[config.mk]
export PLATFORM = sky130hd
export DESIGN_NAME = axi_uart_lite_slave
export DESIGN_NICKNAME = d
export VERILOG_FILES = /design/src/rtl/axi_uart_lite_slave_pkg.sv /design/src/rtl/axi_uart_lite_slave_byte_fifo.sv /design/src/rtl/axi_uart_lite_slave.sv
export SDC_FILE = /design/constraint.sdc
export NUM_CORES = 1
export LEC_CHECK = 0
export ABC_AREA = 1
export CAP_MARGIN = 25
export CORE_MARGIN = 3
export CORE_UTILIZATION = 50
export CTS_CLUSTER_DIAMETER = 100
export DETAILED_ROUTE_END_ITERATION = 12
export GPL_TIMING_DRIVEN = 0
export PLACE_DENSITY = 0.74
export SYNTH_ARGS = -nofsm -noshare
export SYNTH_HDL_FRONTEND = slang
export SYNTH_SLANG_ARGS = --single-unit
[constraint.sdc]
create_clock -name clk -period 3.2 [get_ports clk]
set_input_delay 0.32 -clock clk [delete_from_list [all_inputs] [get_ports clk]]
set_output_delay 0.32 -clock clk [all_outputs]
set_load 0.01 [all_outputs]
[src/rtl/axi_uart_lite_slave_pkg.sv]
`default_nettype none
// ============================================================================
// Module  : axi_uart_lite_slave_pkg
// Brief   : Register offsets, STAT/CTRL bit indices, AXI responses and FSM
//           state encodings shared by the UART-Lite style AXI slave.
// Revision: 1.0  initial release
// ============================================================================
package axi_uart_lite_slave_pkg;

    localparam logic [1:0] c_reg_rx   = 2'd0;
    localparam logic [1:0] c_reg_tx   = 2'd1;
    localparam logic [1:0] c_reg_stat = 2'd2;
    localparam logic [1:0] c_reg_ctrl = 2'd3;

    localparam int c_stat_rx_valid = 0;
    localparam int c_stat_rx_full  = 1;
    localparam int c_stat_tx_empty = 2;
    localparam int c_stat_tx_full  = 3;
    localparam int c_stat_intr_en  = 4;
    localparam int c_stat_overrun  = 5;

    localparam int c_ctrl_clr_tx  = 0;
    localparam int c_ctrl_clr_rx  = 1;
    localparam int c_ctrl_intr_en = 4;

    localparam logic [1:0] c_resp_okay   = 2'b00;
    localparam logic [1:0] c_resp_slverr = 2'b10;

    typedef enum logic [0:0] {
        R_IDLE = 1'b0,
        R_RESP = 1'b1
    } rd_state_t;

    typedef enum logic [1:0] {
        W_IDLE = 2'd0,
        W_ACK  = 2'd1,
        W_RESP = 2'd2
    } wr_state_t;

endpackage
`default_nettype wire

[src/rtl/axi_uart_lite_slave_byte_fifo.sv]
`default_nettype none
// ============================================================================
// Module  : byte_fifo
// Brief   : Synchronous byte FIFO; a pop in the same cycle lets a push into a
//           full FIFO succeed, and clr overrides any push or pop.
// Revision: 1.0  initial release
// ============================================================================
module byte_fifo #(
    parameter int DEPTH = 16
) (
    input  logic       clk,
    input  logic       rst,
    input  logic       push,
    input  logic       pop,
    input  logic       clr,
    input  logic [7:0] din,
    output logic [7:0] dout,
    output logic       empty,
    output logic       full
);

    localparam int c_aw = $clog2(DEPTH);
    localparam logic [c_aw:0] c_full_count = (c_aw + 1)'(DEPTH);

    logic [7:0]      r_mem [DEPTH];
    logic [c_aw-1:0] r_wr_ptr;
    logic [c_aw-1:0] r_rd_ptr;
    logic [c_aw:0]   r_count;
    logic            w_do_pop;
    logic            w_do_push;

    assign empty     = (r_count == '0);
    assign full      = (r_count == c_full_count);
    assign dout      = r_mem[r_rd_ptr];
    assign w_do_pop  = pop & ~empty;
    assign w_do_push = push & (~full | w_do_pop);

    always_ff @(posedge clk) begin
        if (rst || clr) begin
            r_wr_ptr <= '0;
            r_rd_ptr <= '0;
            r_count  <= '0;
        end else begin
            if (w_do_push) r_wr_ptr <= r_wr_ptr + 1'b1;
            if (w_do_pop)  r_rd_ptr <= r_rd_ptr + 1'b1;
            r_count <= r_count + {{c_aw{1'b0}}, w_do_push} - {{c_aw{1'b0}}, w_do_pop};
        end
    end

    // Storage carries no reset; validity is tracked by the pointers alone.
    always_ff @(posedge clk) begin
        if (w_do_push && !clr) r_mem[r_wr_ptr] <= din;
    end

endmodule
`default_nettype wire

[src/rtl/axi_uart_lite_slave.sv]
`default_nettype none
// ============================================================================
// Module  : axi_uart_lite_slave
// Brief   : AXI4-Lite slave exposing RX/TX byte FIFOs plus STAT and CTRL
//           registers between an AXI-Lite master and a byte-stream UART PHY.
// Revision: 1.0  initial release
// ============================================================================
module axi_uart_lite_slave
    import axi_uart_lite_slave_pkg::*;
#(
    parameter int AXI_ADDRW      = 32,
    parameter int AXI_DATAW      = 32,
    parameter int AXI_DATAW_BYTE = 4,
    parameter int FIFO_DEPTH     = 16
) (
    input  logic                      clk,
    input  logic                      rst,
    input  logic [AXI_ADDRW-1:0]      araddr,
    input  logic [2:0]                arprot,
    input  logic                      arvalid,
    output logic                      arready,
    output logic [AXI_DATAW-1:0]      rdata,
    output logic [1:0]                rresp,
    output logic                      rvalid,
    input  logic                      rready,
    input  logic [AXI_ADDRW-1:0]      awaddr,
    input  logic [2:0]                awprot,
    input  logic                      awvalid,
    output logic                      awready,
    input  logic [AXI_DATAW-1:0]      wdata,
    input  logic [AXI_DATAW_BYTE-1:0] wstrb,
    input  logic                      wvalid,
    output logic                      wready,
    output logic [1:0]                bresp,
    output logic                      bvalid,
    input  logic                      bready,
    input  logic [7:0]                rx_data,
    input  logic                      rx_valid,
    output logic [7:0]                tx_data,
    output logic                      tx_valid,
    input  logic                      tx_ready,
    output logic                      intr
);

    rd_state_t            r_rd_state, w_rd_next;
    wr_state_t            r_wr_state, w_wr_next;
    logic [AXI_DATAW-1:0] r_rdata, w_rd_data;
    logic [1:0]           r_rresp, w_rd_resp, r_bresp, w_wr_resp;
    logic                 w_ar_hs, w_wr_en, w_stat_clr, w_intr_en_we;
    logic                 w_rx_pop, w_rx_clr, w_rx_empty, w_rx_full, w_rx_overrun;
    logic                 w_tx_push, w_tx_pop, w_tx_clr, w_tx_empty, w_tx_full;
    logic [7:0]           w_rx_dout;
    logic                 r_overrun, r_intr_en, r_intr, r_rx_empty_d, r_tx_empty_d;
    logic                 w_unused_ok;

    assign w_unused_ok = ^{arprot, awprot, araddr[AXI_ADDRW-1:4], araddr[1:0],
                           awaddr[AXI_ADDRW-1:4], awaddr[1:0],
                           wdata[AXI_DATAW-1:8], wstrb[AXI_DATAW_BYTE-1:1]};

    byte_fifo #(.DEPTH(FIFO_DEPTH)) u_rx_fifo (
        .clk(clk), .rst(rst), .push(rx_valid), .pop(w_rx_pop), .clr(w_rx_clr),
        .din(rx_data), .dout(w_rx_dout), .empty(w_rx_empty), .full(w_rx_full)
    );

    byte_fifo #(.DEPTH(FIFO_DEPTH)) u_tx_fifo (
        .clk(clk), .rst(rst), .push(w_tx_push), .pop(w_tx_pop), .clr(w_tx_clr),
        .din(wdata[7:0]), .dout(tx_data), .empty(w_tx_empty), .full(w_tx_full)
    );

    assign tx_valid = ~w_tx_empty;
    assign w_tx_pop = tx_valid & tx_ready;

    always_ff @(posedge clk) begin
        if (rst) begin
            r_rd_state <= R_IDLE;
            r_wr_state <= W_IDLE;
        end else begin
            r_rd_state <= w_rd_next;
            r_wr_state <= w_wr_next;
        end
    end

    always_comb begin
        w_rd_next = r_rd_state;
        arready   = 1'b0;
        rvalid    = 1'b0;
        case (r_rd_state)
            R_IDLE: begin
                arready = 1'b1;
                if (arvalid) w_rd_next = R_RESP;
            end
            R_RESP: begin
                rvalid = 1'b1;
                if (rready) w_rd_next = R_IDLE;
            end
            default: w_rd_next = R_IDLE;
        endcase
    end

    always_comb begin
        w_wr_next = r_wr_state;
        awready   = 1'b0;
        wready    = 1'b0;
        bvalid    = 1'b0;
        case (r_wr_state)
            W_IDLE: if (awvalid && wvalid) w_wr_next = W_ACK;
            W_ACK: begin
                awready   = 1'b1;
                wready    = 1'b1;
                w_wr_next = W_RESP;
            end
            W_RESP: begin
                bvalid = 1'b1;
                if (bready) w_wr_next = W_IDLE;
            end
            default: w_wr_next = W_IDLE;
        endcase
    end

    assign w_ar_hs = arready & arvalid;
    assign w_wr_en = (r_wr_state == W_ACK);

    always_comb begin
        w_rd_data  = '0;
        w_rd_resp  = c_resp_okay;
        w_rx_pop   = 1'b0;
        w_stat_clr = 1'b0;
        case (araddr[3:2])
            c_reg_rx: begin
                if (w_rx_empty) begin
                    w_rd_resp = c_resp_slverr;
                end else begin
                    w_rd_data[7:0] = w_rx_dout;
                    w_rx_pop       = w_ar_hs;
                end
            end
            c_reg_stat: begin
                w_rd_data[c_stat_rx_valid] = ~w_rx_empty;
                w_rd_data[c_stat_rx_full]  = w_rx_full;
                w_rd_data[c_stat_tx_empty] = w_tx_empty;
                w_rd_data[c_stat_tx_full]  = w_tx_full;
                w_rd_data[c_stat_intr_en]  = r_intr_en;
                w_rd_data[c_stat_overrun]  = r_overrun;
                w_stat_clr                 = w_ar_hs;
            end
            default: w_rd_resp = c_resp_slverr;
        endcase
    end

    always_comb begin
        w_tx_push    = 1'b0;
        w_tx_clr     = 1'b0;
        w_rx_clr     = 1'b0;
        w_intr_en_we = 1'b0;
        w_wr_resp    = c_resp_okay;
        if (w_wr_en) begin
            case (awaddr[3:2])
                c_reg_tx: begin
                    // A PHY pop in the same cycle makes room for the push.
                    if (wstrb[0]) begin
                        if (w_tx_full && !w_tx_pop) w_wr_resp = c_resp_slverr;
                        else                        w_tx_push = 1'b1;
                    end
                end
                c_reg_ctrl: begin
                    w_tx_clr     = wdata[c_ctrl_clr_tx];
                    w_rx_clr     = wdata[c_ctrl_clr_rx];
                    w_intr_en_we = 1'b1;
                end
                default: w_wr_resp = c_resp_slverr;
            endcase
        end
    end

    assign w_rx_overrun = rx_valid & w_rx_full & ~w_rx_pop;

    always_ff @(posedge clk) begin
        if (rst) begin
            r_rdata      <= '0;
            r_rresp      <= c_resp_okay;
            r_bresp      <= c_resp_okay;
            r_overrun    <= 1'b0;
            r_intr_en    <= 1'b0;
            r_intr       <= 1'b0;
            r_rx_empty_d <= 1'b1;
            r_tx_empty_d <= 1'b1;
        end else begin
            if (w_ar_hs) begin
                r_rdata <= w_rd_data;
                r_rresp <= w_rd_resp;
            end
            if (w_wr_en) r_bresp <= w_wr_resp;
            if (w_rx_overrun)    r_overrun <= 1'b1;
            else if (w_stat_clr) r_overrun <= 1'b0;
            if (w_intr_en_we) r_intr_en <= wdata[c_ctrl_intr_en];
            r_rx_empty_d <= w_rx_empty;
            r_tx_empty_d <= w_tx_empty;
            r_intr <= r_intr_en & ((r_rx_empty_d & ~w_rx_empty) | (~r_tx_empty_d & w_tx_empty));
        end
    end

    assign rdata = r_rdata;
    assign rresp = r_rresp;
    assign bresp = r_bresp;
    assign intr  = r_intr;

endmodule
`default_nettype wire

==> results.md <==
- Hold WC Path Type: primary input to register
- Syn avg cell area: 11.7 um^2
- Clk buf depth: 3
- Row cnt: 58
- Final period util: 92.7%
- RSZ-0062 raised after global routing: false
- CP Cell Sequence: buf_2 -> inv_1 -> clkbuf_1 -> o211ai_1 -> nand3_1 -> nand2_1 -> clkdlybuf4s50_1
- CP peak stage delay: 0.53 ns
- Outcome: finished clean
- Final setup vio count: 0
- Pwr Density: 646 mW/mm^2
- CP required: 2.88 ns
- Final ANT Viol Nets: 0
- Fmax achieved: 337 MHz
- Antenna violations before repair: 0
- Post-Synthesis Cell Area: 0.0131 mm^2
- CTS Hold Buffers Added: 0
- Cells after Synth: 1125
- Root buffer cell: clkbuf_16
- Initial Util: 51.5%
- Post_cts resized: 0
- Synth top area share: 58.6%
- Max_cap viols: 0
- Netlist cell types: 45
- Area post-placement: 0.0142 mm^2
- Final instance area: 0.0151 mm^2
- Post-synth top area cell: edfxtp_1
- Ant. Diodes: 0
- Final min period: 2.97 ns
- Combinational group share of total power: 19.1%
- Aggregate negative setup slack: 0 ns
- Proportion of power drawn by flip-flops and latches: 46.8%
- PortBufs: 54
- Via count: 8679
- Yosys reg bits: 308
- Vias in the first global route: 8373
- Pre-antenna DRT Iters: 7
- Nets@finish: 1383
- Slowest cell on crit path: clkdlybuf4s50_1
- Crit path max fanout: 10
- CTS Buf Count: 30
- Clock sinks: 308
- Internal power: 0.00711 W
- WS Path Type: register to primary output
- Startpoint Class: register
- Post-synth EDFFs: 256
- Sw Ratio: 27.1%
- Worst Clk Skew: 0.0267 ns
- Setup Buffers After CTS: 0
- Routed vias/inst: 5.47
- CP Capture Type: primary output
- Final Hold Vio Count: 0
- Global-route wire length before repair: 46.4 mm
- Clk pwr share: 34.1%
- Worst-Margin Slew: 0.939 ns
- Total GRT Usage: 21.1%
- Largest net degree at the start of global routing: 18
- Peak supply drop: 0.450 mV
- I/O pins: 174
- Area grow syn2layout: 15.0%
- Core ar.: 0.0255 mm^2
- Leak: 5.48 nW
- Die W: 168 um
- Top_reg_cell synth: edfxtp_1
- Share of cells above drive strength 1: 10.0%
- CTS H-tree depth: 1
- Slew Viols, Final: 0
- Top cells by area, synth: edfxtp_1, dfxtp_1, nand2_1, inv_1, nor2_1
- Die height: 168 um
- Routability Congestion: 0.961
- Clk Latency, worst-skew pair: 0.57 ns
- Yosys warnings: 0
- Residual DRC: 0
- NetSw: 0.00264 W
- Total Wirelength: 30.5 mm
- Congestion Overflow GR: 0
- Avg WL per Cell: 19.2 um
- Register area share after synthesis: 66.5%
- Critical path data arrival time: 2.65 ns
- Die ar.: 0.0282 mm^2
- CTS tree: built
- Worst slew margin: 37.1%
- CTS clk-pin slew, worst paths: 0.06 ns
- Asr flop ratio synth: 0%
- First DRT Iteration DRCs: 814
- DP HPWL: 20.5 mm
==> cells in the mapped netlist, types with 4 or more instances <==
library cell	count
a21oi_1	68
buf_2	14
buf_4	32
buf_6	11
clkbuf_1	14
dfxtp_1	52
edfxtp_1	256
ha_1	22
inv_1	117
inv_2	6
mux2i_1	32
nand2_1	124
nand2_2	4
nand3_1	72
nor2_1	116
o211ai_1	57
o21ai_0	68
o21ai_1	17
==> critical path, delay by kind of cell, from the launching register on <==
family | cells | cell delay, ns
buf+inv | 4 | 1.08
simple gates | 2 | 0.30
compound gates | 1 | 0.39
flops | 1 | 0.33
==> power groups by stage <==
stage | clock [W] | sequential [W] | combinational, W
after detailed placement | 0 | 0.00465 | 0.00185
after CTS | 0.00336 | 0.00456 | 0.00186
final | 0.00332 | 0.00456 | 0.00187
after global routing | 0.00354 | 0.00458 | 0.00207
after floorplan | 0 | 0.00463 | 0.00122
after global placement | 0 | 0.00464 | 0.00179
==> routing by layer <==
metal | wire, um | up-vias | track usage [%]
met5 | 0 | - | 0
met4 | 1270 | 0 | 8.40
met3 | 2190 | 96 | 3.33
met2 | 14800 | 362 | 35.6
met1 | 12300 | 4126 | 27.6
li1 | - | 4095 | -
==> path summary, 6_finish.rpt <==
path	start	endpoint	slack [ns]	cells after the start
worst max-delay path	register	tx_data[5]	0.23	7
worst min register to register	rdata[6]	rdata[6]	0.46	2
worst min-delay path	wvalid	r_wr_state[0]	0.32	3
worst max register to register	u_tx_fifo.r_count[2]	u_tx_fifo.r_count[4]	0.47	15
==> placed cells by master (no fill, tap or decap), types with 3 or more instances in the layout <==
master | Yosys | routed
nand2_2 | 4 | 4
a22oi_1 | 3 | 3
inv_1 | 117 | 117
nand2_1 | 124 | 124
o211ai_1 | 57 | 57
ha_1 | 22 | 22
nor2_1 | 116 | 116
clkdlybuf4s50_1 | 0 | 54
buf_2 | 14 | 14
o21ai_1 | 17 | 17
xor2_1 | 3 | 3
buf_6 | 11 | 11
clkinv_1 | 1 | 6
conb_1 | 1 | 26
xnor2_1 | 3 | 3
clkinv_2 | 1 | 5
edfxtp_1 | 256 | 256
inv_2 | 6 | 6
clkbuf_1 | 14 | 23
nand4_1 | 3 | 3
mux2i_1 | 32 | 32
a21oi_1 | 68 | 68
nor2_2 | 3 | 3
buf_4 | 32 | 32
o21ai_0 | 68 | 68
dfxtp_1 | 52 | 52
nand3_1 | 72 | 72
clkbuf_16 | 0 | 31
==> layout make-up <==
class / instances / area [um^2]
fillers: 2061 / 10400
flip-flops and latches: 308 / 8730
multi-input cells: 640 / 3480
clock buffers: 42 / 837
repair buffers: 54 / 541
plain buffers: 75 / 515
inverters: 127 / 485
well taps: 330 / 413
clock inverters: 12 / 90.1
==> stage by stage <==
step	setup WS, ns	util [%]	total power, W	hold slack, ns	instances
floorplan	0.749	-	0.00585	0.389	1150
global route	0.0834	59.3	0.0102	0.317	1588
CTS	0.224	59.3	0.00978	0.309	1588
finish	0.234	59.3	0.00975	0.320	1588
global placement	0.257	55.6	0.00643	0.429	1534
detailed placement	0.232	55.6	0.00649	0.457	1534
==> sequential cells by signal, summed over array words and instances (netlist names), 2 cells and up, named ones only <==
name / count
u_tx_fifo.r_rd_ptr: 4
rdata: 8
u_tx_fifo.r_wr_ptr: 4
r_wr_state: 2
u_rx_fifo.r_wr_ptr: 4
u_tx_fifo.r_mem: 128
u_rx_fifo.r_mem: 128
u_rx_fifo.r_rd_ptr: 4
u_tx_fifo.r_count: 5
u_rx_fifo.r_count: 5
==> kinds of logic (layout without fill, tap and decap cells) <==
logic type	after synthesis	count (layout)	synth area share [%]
other	1	26	0.0286
multiplexers	32	32	2.44
AND/OR/NAND/NOR	335	335	11.0
flip-flops	308	308	66.5
buffers and inverters	202	310	7.63
adder cells (fa/ha/maj)	24	24	2.40
XOR/XNOR	6	6	0.401
AO/OA/AOI/OAI	217	217	9.57
Power figures use the tool's default switching activity.
